File: config.mk
export PLATFORM = sky130hd
export DESIGN_NAME = cpu6502_int_ctrl
export DESIGN_NICKNAME = d
export VERILOG_FILES = /design/src/rtl/cpu6502_int_ctrl.sv
export SDC_FILE = /design/constraint.sdc
export NUM_CORES = 1
export LEC_CHECK = 0
export BUFFER_PORTS_ARGS = -buffer_cell sky130_fd_sc_hd__buf_2
export CAP_MARGIN = 20
export CELL_PAD_IN_SITES_DETAIL_PLACEMENT = 1
export CELL_PAD_IN_SITES_GLOBAL_PLACEMENT = 2
export CORE_MARGIN = 4
export CORE_UTILIZATION = 36
export CTS_CLUSTER_SIZE = 10
export DETAILED_ROUTE_END_ITERATION = 10
export PLACE_DENSITY_LB_ADDON = 0.1
export SETUP_SLACK_MARGIN = 0.4
export SLEW_MARGIN = 20
export SYNTH_ARGS = -nofsm -noshare
export SYNTH_HDL_FRONTEND = slang
export SYNTH_SLANG_ARGS = --single-unit
File: constraint.sdc
create_clock -name clk -period 2.3 [get_ports clk]
set_input_delay 0.115 -clock clk [delete_from_list [all_inputs] [get_ports clk]]
set_output_delay 0.115 -clock clk [all_outputs]
set_load 0.005 [all_outputs]
File: src/rtl/cpu6502_int_ctrl.sv
// cpu6502_int_ctrl -- interrupt controller for the 6502 core.
//
// Collects up to NCH external interrupt sources and routes each one to the
// core's level IRQ or its NMI request. The controller snoops the core's
// vector fetches to acknowledge the channel being serviced. It can also
// remap the IRQ (FFFE/FFFF) and NMI (FFFA/FFFB) vector reads into a
// per-channel vector table.
//
// Build option:
//   INTC_REMAP_EN  defined   : vector reads are redirected to the table.
//                  undefined : aout_remap == cpu_aout; software reads STATUS.
//
// Parameters:
//   NCH       number of source channels (1..8)
//   VEC_BASE  base address of the vector table
//             IRQ vector of channel i : VEC_BASE + 2*i
//             NMI vector of channel i : VEC_BASE + 2*NCH + 2*i
//
// Ports:
//   clk, reset  system clock; asynchronous active-high reset
//   ce          clock enable shared with the core
//   src         raw interrupt sources (asynchronous to clk)
//   reg_sel     register select: 0 MASK, 1 MODE, 2 PEND, 3 NMISEL, 4 STATUS
//   reg_wr      register write strobe (qualified by ce)
//   reg_din     register write data
//   reg_dout    register read data (combinational)
//   cpu_aout    core address bus
//   cpu_mr      core read strobe
//   irq, nmi    registered requests to the core
//   aout_remap  address presented to the memory decoder
module cpu6502_int_ctrl #(
  parameter int unsigned NCH      = 8,
  parameter logic [15:0] VEC_BASE = 16'hFFE0
) (
  input  logic           clk,
  input  logic           reset,
  input  logic           ce,
  input  logic [NCH-1:0] src,
  input  logic [2:0]     reg_sel,
  input  logic           reg_wr,
  input  logic [7:0]     reg_din,
  output logic [7:0]     reg_dout,
  input  logic [15:0]    cpu_aout,
  input  logic           cpu_mr,
  output logic           irq,
  output logic           nmi,
  output logic [15:0]    aout_remap
);

  // Channels at index NCH and above are hard-wired to zero.
  localparam logic [7:0] CH_MASK = 8'((16'd1 << NCH) - 16'd1);

  typedef enum logic {
    ST_IDLE,
    ST_LOW_SEEN
  } state_t;

  logic [7:0] src_ext;
  logic [7:0] sync1_q, sync_q, sync_d_q;
  logic [7:0] mask_q, mode_q, pend_q, nmisel_q;
  logic [7:0] pend_d;
  logic [7:0] edge_set, wr_clr, ack_vec;
  logic [7:0] irq_set, nmi_set;
  logic [2:0] irq_id, nmi_id;
  logic       wr_en;

  state_t     state_q, state_d;
  logic [2:0] id_q, id_d;
  logic       valid_q, valid_d;
  logic       nmi_flag_q, nmi_flag_d;
  logic       ack;

  logic       lo_irq, lo_nmi, low_hit, high_hit;
  logic       lo_valid;
  logic [2:0] lo_id;
  logic [15:0] hi_addr;

  // Lowest set index wins.
  function automatic logic [2:0] prio(input logic [7:0] v);
    logic [2:0] r;
    logic       found;
    r     = '0;
    found = 1'b0;
    for (int unsigned i = 0; i < 8; i++) begin
      if (v[i] && !found) begin
        r     = 3'(i);
        found = 1'b1;
      end
    end
    return r;
  endfunction

  assign src_ext = 8'(src) & CH_MASK;
  assign wr_en   = ce & reg_wr;

  // ---------------------------------------------------------------------
  // Input synchronizer and edge detect
  // ---------------------------------------------------------------------
  always_ff @(posedge clk or posedge reset) begin
    if (reset) begin
      sync1_q  <= '0;
      sync_q   <= '0;
      sync_d_q <= '0;
    end else if (ce) begin
      sync1_q  <= src_ext;
      sync_q   <= sync1_q;
      sync_d_q <= sync_q;
    end
  end

  assign edge_set = sync_q & ~sync_d_q;

  // ---------------------------------------------------------------------
  // Configuration registers
  // ---------------------------------------------------------------------
  always_ff @(posedge clk or posedge reset) begin
    if (reset) begin
      mask_q   <= '0;
      mode_q   <= '0;
      nmisel_q <= '0;
    end else if (wr_en) begin
      case (reg_sel)
        3'd0:    mask_q   <= reg_din & CH_MASK;
        3'd1:    mode_q   <= reg_din & CH_MASK;
        3'd3:    nmisel_q <= reg_din & CH_MASK;
        default: ;
      endcase
    end
  end

  // ---------------------------------------------------------------------
  // Pending register
  // Edge bits: a new edge beats a write-1-clear or acknowledge in the same
  // cycle. Level bits simply follow the synchronized source.
  // ---------------------------------------------------------------------
  assign wr_clr  = (wr_en && reg_sel == 3'd2) ? reg_din : '0;
  assign ack_vec = ack ? (8'd1 << id_q) : '0;

  always_comb begin
    pend_d = ((mode_q & (edge_set | (pend_q & ~wr_clr & ~ack_vec)))
            | (~mode_q & sync_q)) & CH_MASK;
  end

  always_ff @(posedge clk or posedge reset) begin
    if (reset) begin
      pend_q <= '0;
    end else if (ce) begin
      pend_q <= pend_d;
    end
  end

  // ---------------------------------------------------------------------
  // Request outputs
  // ---------------------------------------------------------------------
  assign irq_set = pend_q & mask_q & ~nmisel_q;
  assign nmi_set = pend_q & mask_q & nmisel_q;
  assign irq_id  = prio(irq_set);
  assign nmi_id  = prio(nmi_set);

  always_ff @(posedge clk or posedge reset) begin
    if (reset) begin
      irq <= 1'b0;
      nmi <= 1'b0;
    end else if (ce) begin
      irq <= |irq_set;
      nmi <= |nmi_set;
    end
  end

  // ---------------------------------------------------------------------
  // Vector fetch snoop
  // ---------------------------------------------------------------------
  assign lo_irq   = cpu_mr && (cpu_aout == 16'hFFFE);
  assign lo_nmi   = cpu_mr && (cpu_aout == 16'hFFFA);
  assign low_hit  = (state_q == ST_IDLE) && (lo_irq || lo_nmi);
  assign lo_valid = lo_nmi ? |nmi_set : |irq_set;
  assign lo_id    = lo_nmi ? nmi_id : irq_id;

  // The high-byte fetch must match the kind of vector whose low byte was seen.
  assign hi_addr  = nmi_flag_q ? 16'hFFFB : 16'hFFFF;
  assign high_hit = (state_q == ST_LOW_SEEN) && cpu_mr && valid_q &&
                    (cpu_aout == hi_addr);

  always_ff @(posedge clk or posedge reset) begin
    if (reset) begin
      state_q    <= ST_IDLE;
      id_q       <= '0;
      valid_q    <= 1'b0;
      nmi_flag_q <= 1'b0;
    end else begin
      state_q    <= state_d;
      id_q       <= id_d;
      valid_q    <= valid_d;
      nmi_flag_q <= nmi_flag_d;
    end
  end

  always_comb begin
    state_d    = state_q;
    id_d       = id_q;
    valid_d    = valid_q;
    nmi_flag_d = nmi_flag_q;
    ack        = 1'b0;
    case (state_q)
      ST_IDLE: begin
        if (ce && low_hit) begin
          state_d    = ST_LOW_SEEN;
          id_d       = lo_id;
          valid_d    = lo_valid;
          nmi_flag_d = lo_nmi;
        end
      end
      ST_LOW_SEEN: begin
        // Any read completes the sequence; only the matching high byte acks.
        if (ce && cpu_mr) begin
          state_d = ST_IDLE;
          ack     = high_hit;
        end
      end
      default: state_d = ST_IDLE;
    endcase
  end

  // ---------------------------------------------------------------------
  // Address remap
  // ---------------------------------------------------------------------
`ifdef INTC_REMAP_EN
  localparam logic [15:0] NMI_OFS = 16'(2 * NCH);

  logic [2:0]  vec_id;
  logic        vec_nmi;
  logic [15:0] vec_addr;

  always_comb begin
    vec_id   = high_hit ? id_q : lo_id;
    vec_nmi  = high_hit ? nmi_flag_q : lo_nmi;
    vec_addr = VEC_BASE + (vec_nmi ? NMI_OFS : 16'd0) + {12'd0, vec_id, 1'b0};
    if (low_hit && lo_valid) begin
      aout_remap = vec_addr;
    end else if (high_hit) begin
      aout_remap = vec_addr + 16'd1;
    end else begin
      aout_remap = cpu_aout;
    end
  end
`else
  assign aout_remap = cpu_aout;
`endif

  // ---------------------------------------------------------------------
  // Register read
  // ---------------------------------------------------------------------
  always_comb begin
    case (reg_sel)
      3'd0:    reg_dout = mask_q;
      3'd1:    reg_dout = mode_q;
      3'd2:    reg_dout = pend_q;
      3'd3:    reg_dout = nmisel_q;
      3'd4:    reg_dout = {valid_q, 3'b000, nmi_flag_q, id_q};
      default: reg_dout = '0;
    endcase
  end

endmodule

; After elaboration in Yosys (flattened, before gate mapping)
; Index checks and enable logic that the tools add are counted.
[totals]
wordCells = 122
out_inout_bits = 26
ff_bits = 64
in_bits = 40
[classes]
n_eq_ne = 7
n_shift = 1
bitwise_logic = 17
n_mux = 39
n_reduce_logical = 45
[ops]
columns = op, n
row1 = AND 8 bit, 8
row2 = 2-to-1 mux 3 bit, 14
row3 = inverter 8 bit, 5
row4 = case mux 8 bit (5 select lines), 1
row5 = "equality test 16 bit, second input constant", 2
row6 = logical AND 1 bit, 23
row7 = 2-to-1 mux 1 bit, 21
row8 = equality test 16 bit, 1
row9 = 2-to-1 mux 8 bit, 2
row10 = OR 8 bit, 2
row11 = OR reduction 8 bit, 2
row12 = logical NOT 1 bit, 14
row13 = AND reduction 2 bit, 4
row14 = "<< shifter 1 x 3 -> 8 bit, first input constant", 1
row15 = "equality test 3 x 2 -> 1 bit, second input constant", 2
row16 = "equality test 3 x 1 -> 1 bit, second input constant", 1
row17 = "equality test 3 bit, second input constant", 1
row18 = logical NOT 3 bit, 1
row19 = case mux 1 bit (2 select lines), 1
row20 = AND 1 bit, 1
row21 = logical OR 1 bit, 1
row22 = inverter 1 bit, 1

; Logic depth before layout (Yosys ltp)
; Gate-level depths: netlist (run 1).
[depth]
word_depth = 25
depth_mapped = 6
ltp_nobuf = 5

; Least setup slack after synthesis (run 1)
; Ideal clock, no wire load.
[synth_path]
path_type = reg-to-reg
start = register nmisel_q[1]
end = register valid_q
required_ns = 2.175
synth_period_minus_slack_ns = 1.426
path_stages_with_launch = 6
setup_ns = 0.125
n_path_buf = 0
arrival_time_ns = 1.301
setup_slack_ns = 0.874
cell_sequence = dfrtp_1 -> nand3_1 -> and4_1 -> nor4b_4 -> mux2i_1 -> mux2_4
[synth_between]
elab_chain_len = 4
elab_cells_between_ends = 6
classes_between = mux: 1 / bitwise: 3 / reduce/logical: 2
[synth_rtl]
columns = item, line
row1 = "start, declared", 60  ; logic [7:0] mask_q, mode_q, pend_q, nmisel_q;
row2 = "start signal, assigned", 125  ; 3'd3: nmisel_q <= reg_din & CH_MASK;
row3 = inverter 8 bit, 155  ; assign irq_set = pend_q & mask_q & ~nmisel_q;
row4 = AND 8 bit, 155
row5 = OR reduction 8 bit, 176  ; assign lo_valid = lo_nmi ? |nmi_set : |irq_set;
row6 = 2-to-1 mux 1 bit *, 176
row7 = "end signal, assigned", 193  ; valid_q <= valid_d;
row8 = "end, declared", 69  ; logic valid_q, valid_d;
; Mark *: on every way between the ends. The rest lies on a longest branch, timed or not.
; A chain may end at the register's enable or synchronous reset.

; Worst setup path after layout (run 1)
[layout_path]
start = register pend_q[5]
end = output reg_dout[5]
[layout_between]
elab_chain_len = 1
[layout_rtl]
columns = item, line
row1 = "start, declared", 60
row2 = "start signal, assigned", 148  ; pend_q <= pend_d;
row3 = case mux 8 bit (5 select lines), 254  ; case (reg_sel)
row4 = "end, declared", 42  ; output logic [7:0] reg_dout,
; No other way between the ends.

==> metrics, run 1 <==
status finished, final reports clean; P&R area growth vs syn 19.8%; initial drt markers 75; GP Congestion 0.807; kind of critical path reg -> out; dominant synthesized flop cell dfrtp_1; first-pass GRT wire length 14800 um; pwr dens 831 nW/um^2; initial antenna violation count 0; Min-Delay Startpoint cpu_aout[2]; vias in the first global route between 2000 and 3000; DRT antenna net count 0; most frequent cells in the layout 65 x buf_2, 64 x dfrtp_1, 48 x nand2_1; non-filler instance count after layout a little over 500; drt pass-1 iters 4; critical-path maximum fanout 6; EDFF count, synth 0; die footprint 11300 sq um; metal2 WL 4360 um; fin crit period 1.68 ns; flop2flop setup slack 0.69 ns; CTS sink cnt 64; crit path DAT about 1.6 ns; via count between 2000 and 3000; Final setup viols 0; adder-cell share of the synthesized area 0%; library cells used by synthesis 44; Net Switching 1.01 mW; Yosys warning total 0; root buf cell clkbuf_8; mux share of post-synthesis cell area 22.9%; share of cells above drive strength 1 36.4%; r2r worst-path depth 5; Total Negative Setup Slacks 0 ns; clock latency at the later pin of the worst-skew pair 0.35 ns; Fill cells 1050; clk slew on worst S/H paths 0.07 ns; hpwl dp roughly 6500 um; RSZ-0062 raised after global routing no; CP Capture Type output pin; required time of the worst setup path roughly 2.2 ns; maximum root-to-sink buffer count 2; Finished Core Util 44.6%; hold path depth 2; Vias per Instance 5.11; Seq pwr share 44.1%; Post-Syn Nets 356; Max-Cap Viols 0; Core ar. just over 9000 sq um; top cell type by total area after synthesis dfrtp_1; routed wire length on met3 269 um; startpoint types flip-flop; leakage power 1.89 nW; share of flip-flops with an asynchronous set or reset 100%; final hold violation count 0; H-tree depth 3; top cells by area, synth dfrtp_1 46%, mux2_2 13%, nand2_1 5.2%; commonest non-fill, non-tap cell in the layout buf_2; CTS buffer count 9; Slew Viols, Final 0; largest family of logic cells by synthesized area multiplexers; cell count after placement 486; sequential fraction of the synthesis area a little under half; Comb pwr share between 20% and 30%; IR drop worst, VDD 0.000430 V; DR WL/cell 17.7 um; #FFs+latches synth 64; die span in y around 110 um; RR Endpoint valid_q$_DFFE_PP0P_; initial core utilization 37.2%; # IOs 66; largest net degree at the start of global routing 47; Mean Syn Cell Area 11.0 sq um; Simple-Gate Fraction of Synth Area 17.2%; grt ovf 0; uppermost routed layer met4; fin crit share 73.0%; Slew HR a little under three fifths; launching point of the worst reg2reg path pend_q[6]$_DFFE_PP0P_; FMAX around 600 MHz; postcts setup bufs 0; DRC 0; Die X 106 um; Compound-Gate Fraction of Synth Area under 10%; Clk pwr share around a third; top cell type's share of synthesized area 46.2%; Tightest Pin Transition 0.656 ns; final wirelength 9030 um; Hold Path Class in -> reg; Worst Skew about 0.013 ns; Post-Synth XOR/XNOR Area 0.252%; row cnt 35; met1 WL 4240 um; hold-critical path endpoint nmi_flag_q$_DFFE_PP0P_; buffers added on ports 65; antenna cells 0; gr usage total 17.0%; nets 417; Post-Syn Area roughly 3500 sq um; CTS tree yes; P_int 2.44 mW; Post-Synthesis Cells 316; Switching Fraction a little under 30%; total power 3.45 mW
## what timing repair did
action,in CTS,in global routing
hold buffers,9,0
gates resized for setup,0,0
endpoints found under the hold margin,32,0
## power groups by stage
stage / Sequential (mW) / Combinational [mW] / Clock [mW]
4_1_cts: 1.53 / 0.788 / 1.19
3_3_place_gp: 1.53 / 0.757 / 0
5_1_grt: 1.56 / 0.884 / 1.24
6_report: 1.52 / 0.773 / 1.16
2_1_floorplan: 1.48 / 0.580 / 0
3_5_place_dp: 1.55 / 0.772 / 0
## metrics by stage
step	worst slack [ns]	area, sq um	hold WS [ns]
2_1_floorplan	0.587	3470	0.200
3_3_place_gp	0.551	3830	0.218
3_5_place_dp	0.551	3830	0.219
4_1_cts	0.580	4160	0.00582
5_1_grt	0.530	4160	0.0290
6_report	0.621	4160	0.0268
## how the worst max path moves through the flow
stage / to / cells past startpoint / slack, ns / startpoint
2_1_floorplan: id_q[0]$_DFFE_PP0P_ / 1 / 0.59 / reset
3_3_place_gp: mode_q[5]$_DFFE_PP0P_ / 5 / 0.55 / reg_sel[2]
3_5_place_dp: mode_q[7]$_DFFE_PP0P_ / 5 / 0.55 / reg_sel[2]
4_1_cts: reg_dout[5] / 3 / 0.58 / pend_q[5]$_DFFE_PP0P_
5_1_grt: valid_q$_DFFE_PP0P_ / 5 / 0.53 / pend_q[0]$_DFFE_PP0P_
6_report: reg_dout[5] / 3 / 0.62 / pend_q[5]$_DFFE_PP0P_
## worst max-delay path, stage by stage (launching register included)
cell     delay (ns)
dfrtp_1        0.44
mux4_2         0.51
nor2b_1        0.15
buf_2          0.13
## cell families after synthesis
logic type	after synthesis
mux	68
buf+inv	28
compound gates	51
simple gates	104
xor+xnor	1
flops	64
## registers in the layout, indices dropped and copies added (netlist names)
signal      cells
id_q            3
irq             1
mask_q          8
mode_q          8
nmi             1
nmi_flag_q      1
nmisel_q        8
pend_q          8
state_q         1
sync1_q         8
sync_d_q        8
sync_q          8
valid_q         1
## synth_stat cells, types with 7 or more instances
master	count
a21oi_1	17
dfrtp_1	64
mux2_1	8
mux2_2	40
nand3b_1	7
o21ai_0	10
nor2_1	10
nand2_1	48
mux2i_1	14
buf_4	16
nand3_1	10
## layer usage
layer | vias to the layer above | global-route usage (%)
met3 | 12 | 2.85
met1 | 1299 | 22.9
met5 | - | 0
met4 | 0 | 5.92
met2 | 43 | 27.8
li1 | 1258 | -
## layout make-up
cell class | instances | area, sq um | area share, %
multi-input combinational | 224 | 1700 | 40.9
sequential | 64 | 1600 | 38.5
timing repair buffer | 77 | 450 | 10.8
clock buffer | 12 | 165 | 3.97
tap | 129 | 161 | 3.88
clock inverter | 4 | 75.1 | 1.81
inverter | 1 | 3.75 | 0.0903
(Power assumes the default switching activity.)
==> inputs of run 2 (changes only) <==
- clock period: 2.3 -> 1.7 ns (I/O delays scaled with it)
==> metrics, run 2 (synthesis results as in run 1) <==
Min-Delay Startpoint reg_din[2] (was cpu_aout[2]); CTS tree yes (unchanged); final wirelength 10100 um (was 9030 um); row cnt 35 (unchanged); IR drop worst, VDD 0.000506 V (was 0.000430 V); antenna cells 0 (unchanged); required time of the worst setup path 1.62 ns (was 2.18 ns); clock latency at the later pin of the worst-skew pair 0.35 ns (about the same); status finished, final reports clean (unchanged); sum of buffers and inverters on the critical path 1 (unchanged); Vias per Instance 5.12 (was 5.11); initial core utilization 37.2% (unchanged); FMAX 618 MHz; via count 2846 (was 2612); buffers added on ports 65 (unchanged); # IOs 66 (unchanged); GP Congestion 0.836 (was 0.807); kind of critical path reg -> out (unchanged); most frequent cells in the layout 65 x buf_2, 59 x dfrtp_1, 46 x nand2_1 (was 65 x buf_2, 64 x dfrtp_1, 48 x nand2_1); largest delay contributor family on the critical path multiplexers (unchanged); Total Negative Setup Slacks 0 ns (unchanged); die span in y 106 um (unchanged); r2r worst-path depth 6 (was 5); hold-critical path endpoint mask_q[2]$_DFFE_PP0P_ (was nmi_flag_q$_DFFE_PP0P_); RSZ-0062 raised after global routing yes (was no); hold path depth 2 (unchanged); Max-Cap Viols 0 (unchanged); die footprint 11300 sq um (unchanged); Min Hold Slack 0.0112 ns (was 0.0268 ns); Core ar. 9330 sq um (unchanged); crit-path cells mux4_2 > nor2b_4 > buf_2 (was mux4_2 > nor2b_1 > buf_2); root buf cell clkbuf_8 (unchanged); clk slew on worst S/H paths 0.08 ns (was 0.07 ns); gr usage total 18.7% (was 17.0%); Max stage delay on crit path 0.51 ns (about the same); pwr dens 1070 nW/um^2 (was 831 nW/um^2); drt pass-1 iters 4 (unchanged); grt ovf 0 (unchanged); Hold Path Class in -> reg (unchanged); CTS sink cnt 64 (unchanged); RR Endpoint id_q[2]$_DFFE_PP0P_ (was valid_q$_DFFE_PP0P_); vias in the first global route 3048 (was 2760); crit path DAT 1.53 ns (was 1.56 ns); Fill cells 1045 (was 1050); fin crit period 1.62 ns; DRC 0 (unchanged); Tightest Pin Transition 0.494 ns (was 0.656 ns); P&R area growth vs syn 35.1% (was 19.8%); DRT antenna net count 0 (unchanged); Die X 106 um (unchanged); Worst path depth 3 (unchanged); leakage power 2.12 nW (was 1.89 nW); CTS buffer count 9 (unchanged); initial antenna violation count 0 (unchanged); CP Capture Type output pin (unchanged); initial drt markers 119 (was 75); Worst Skew 0.00670 ns (was 0.0131 ns); multi-input combinational cell area 1860 sq um (was 1700 sq um); maximum root-to-sink buffer count 2 (unchanged); commonest non-fill, non-tap cell in the layout buf_2 (unchanged); slowest library cell on the worst path mux4_2 (unchanged); critical-path maximum fanout 4 (was 6); Seq. cell area 1610 sq um (was 1600 sq um); final hold violation count 0 (unchanged); startpoint types flip-flop (unchanged); Slew HR 67.0% (was 56.2%); nets 462 (was 417); Slew Viols, Final 0 (unchanged); DR WL/cell 18.1 um (was 17.7 um); hpwl dp 6990 um (was 6490 um); first-pass GRT wire length 16300 um (was 14800 um); Final setup viols 0 (unchanged); fin crit share approximately 95%; H-tree depth 3 (unchanged); launching point of the worst reg2reg path nmisel_q[6]$_DFFE_PP0P_ (was pend_q[6]$_DFFE_PP0P_); largest net degree at the start of global routing 65 (was 47); share of cells above drive strength 1 50.8% (was 36.4%); flop2flop setup slack 0.12 ns (was 0.69 ns); worst setup path start nmisel_q[4]$_DFFE_PP0P_ (was pend_q[5]$_DFFE_PP0P_)
-- run 2: how the worst max path moves through the flow --
stage,end
2_1_floorplan,valid_q$_DFFE_PP0P_
3_3_place_gp,valid_q$_DFFE_PP0P_
3_5_place_dp,id_q[0]$_DFFE_PP0P_
4_1_cts,reg_dout[4]
5_1_grt,reg_dout[4]
6_report,reg_dout[4]
-- run 2: worst register-to-register path: stages (launching register included) --
cell,delay (ns)
dfrtp_1,0.41
buf_4,0.15
nand3_4,0.10
nand2_4,0.09
o31ai_2,0.33
mux2i_1,0.12
mux2_4,0.27
-- run 2: cell type report --
class | instances | area share [%]
Multi-Input combinational cell | 224 | 39.8
Timing Repair Buffer | 122 | 17.6
Sequential cell | 64 | 34.3
Clock buffer | 10 | 2.72
Tap cell | 129 | 3.44
Inverter | 1 | 0.160
Clock inverter | 6 | 1.97
-- run 2: per-stage QoR --
step           instance area [sq um]  utilization [%]  power [mW]  setup slack (ns)  instances
2_1_floorplan                   3500                -        2.81             0.330        316
3_3_place_gp                    3960             42.4        3.15             0.148        498
3_5_place_dp                    3960             42.4        3.18             0.117        498
4_1_cts                         4540             48.6        4.90            0.0873        548
5_1_grt                         4690             50.3        5.34            0.0269        556
6_report                        4690             50.3        5.01            0.0809        556
-- run 2: power breakdown --
group	internal (mW)	leakage, nW	switching, mW
logic	0.827	1.25	0.653
registers	1.80	0.765	0.259
clock network	0.833	0.103	0.641
-- run 2: routing by layer --
metal  GRT usage [%]  vias to the layer above  wire [um]
li1                -                     1342          -
met1            24.0                     1422       4480
met2            31.9                       63       5030
met3            3.76                       19        382
met4            5.46                        0        185
met5               0                        -          0
-- run 2: timing repair --
action	4_1_cts	5_1_grt
buffers inserted	22	8
pin swaps	13	16
setup endpoints to repair	21	23
cloned	0	0
resized for setup	20	25
hold endpoints to repair	75	0
hold buffers	12	0
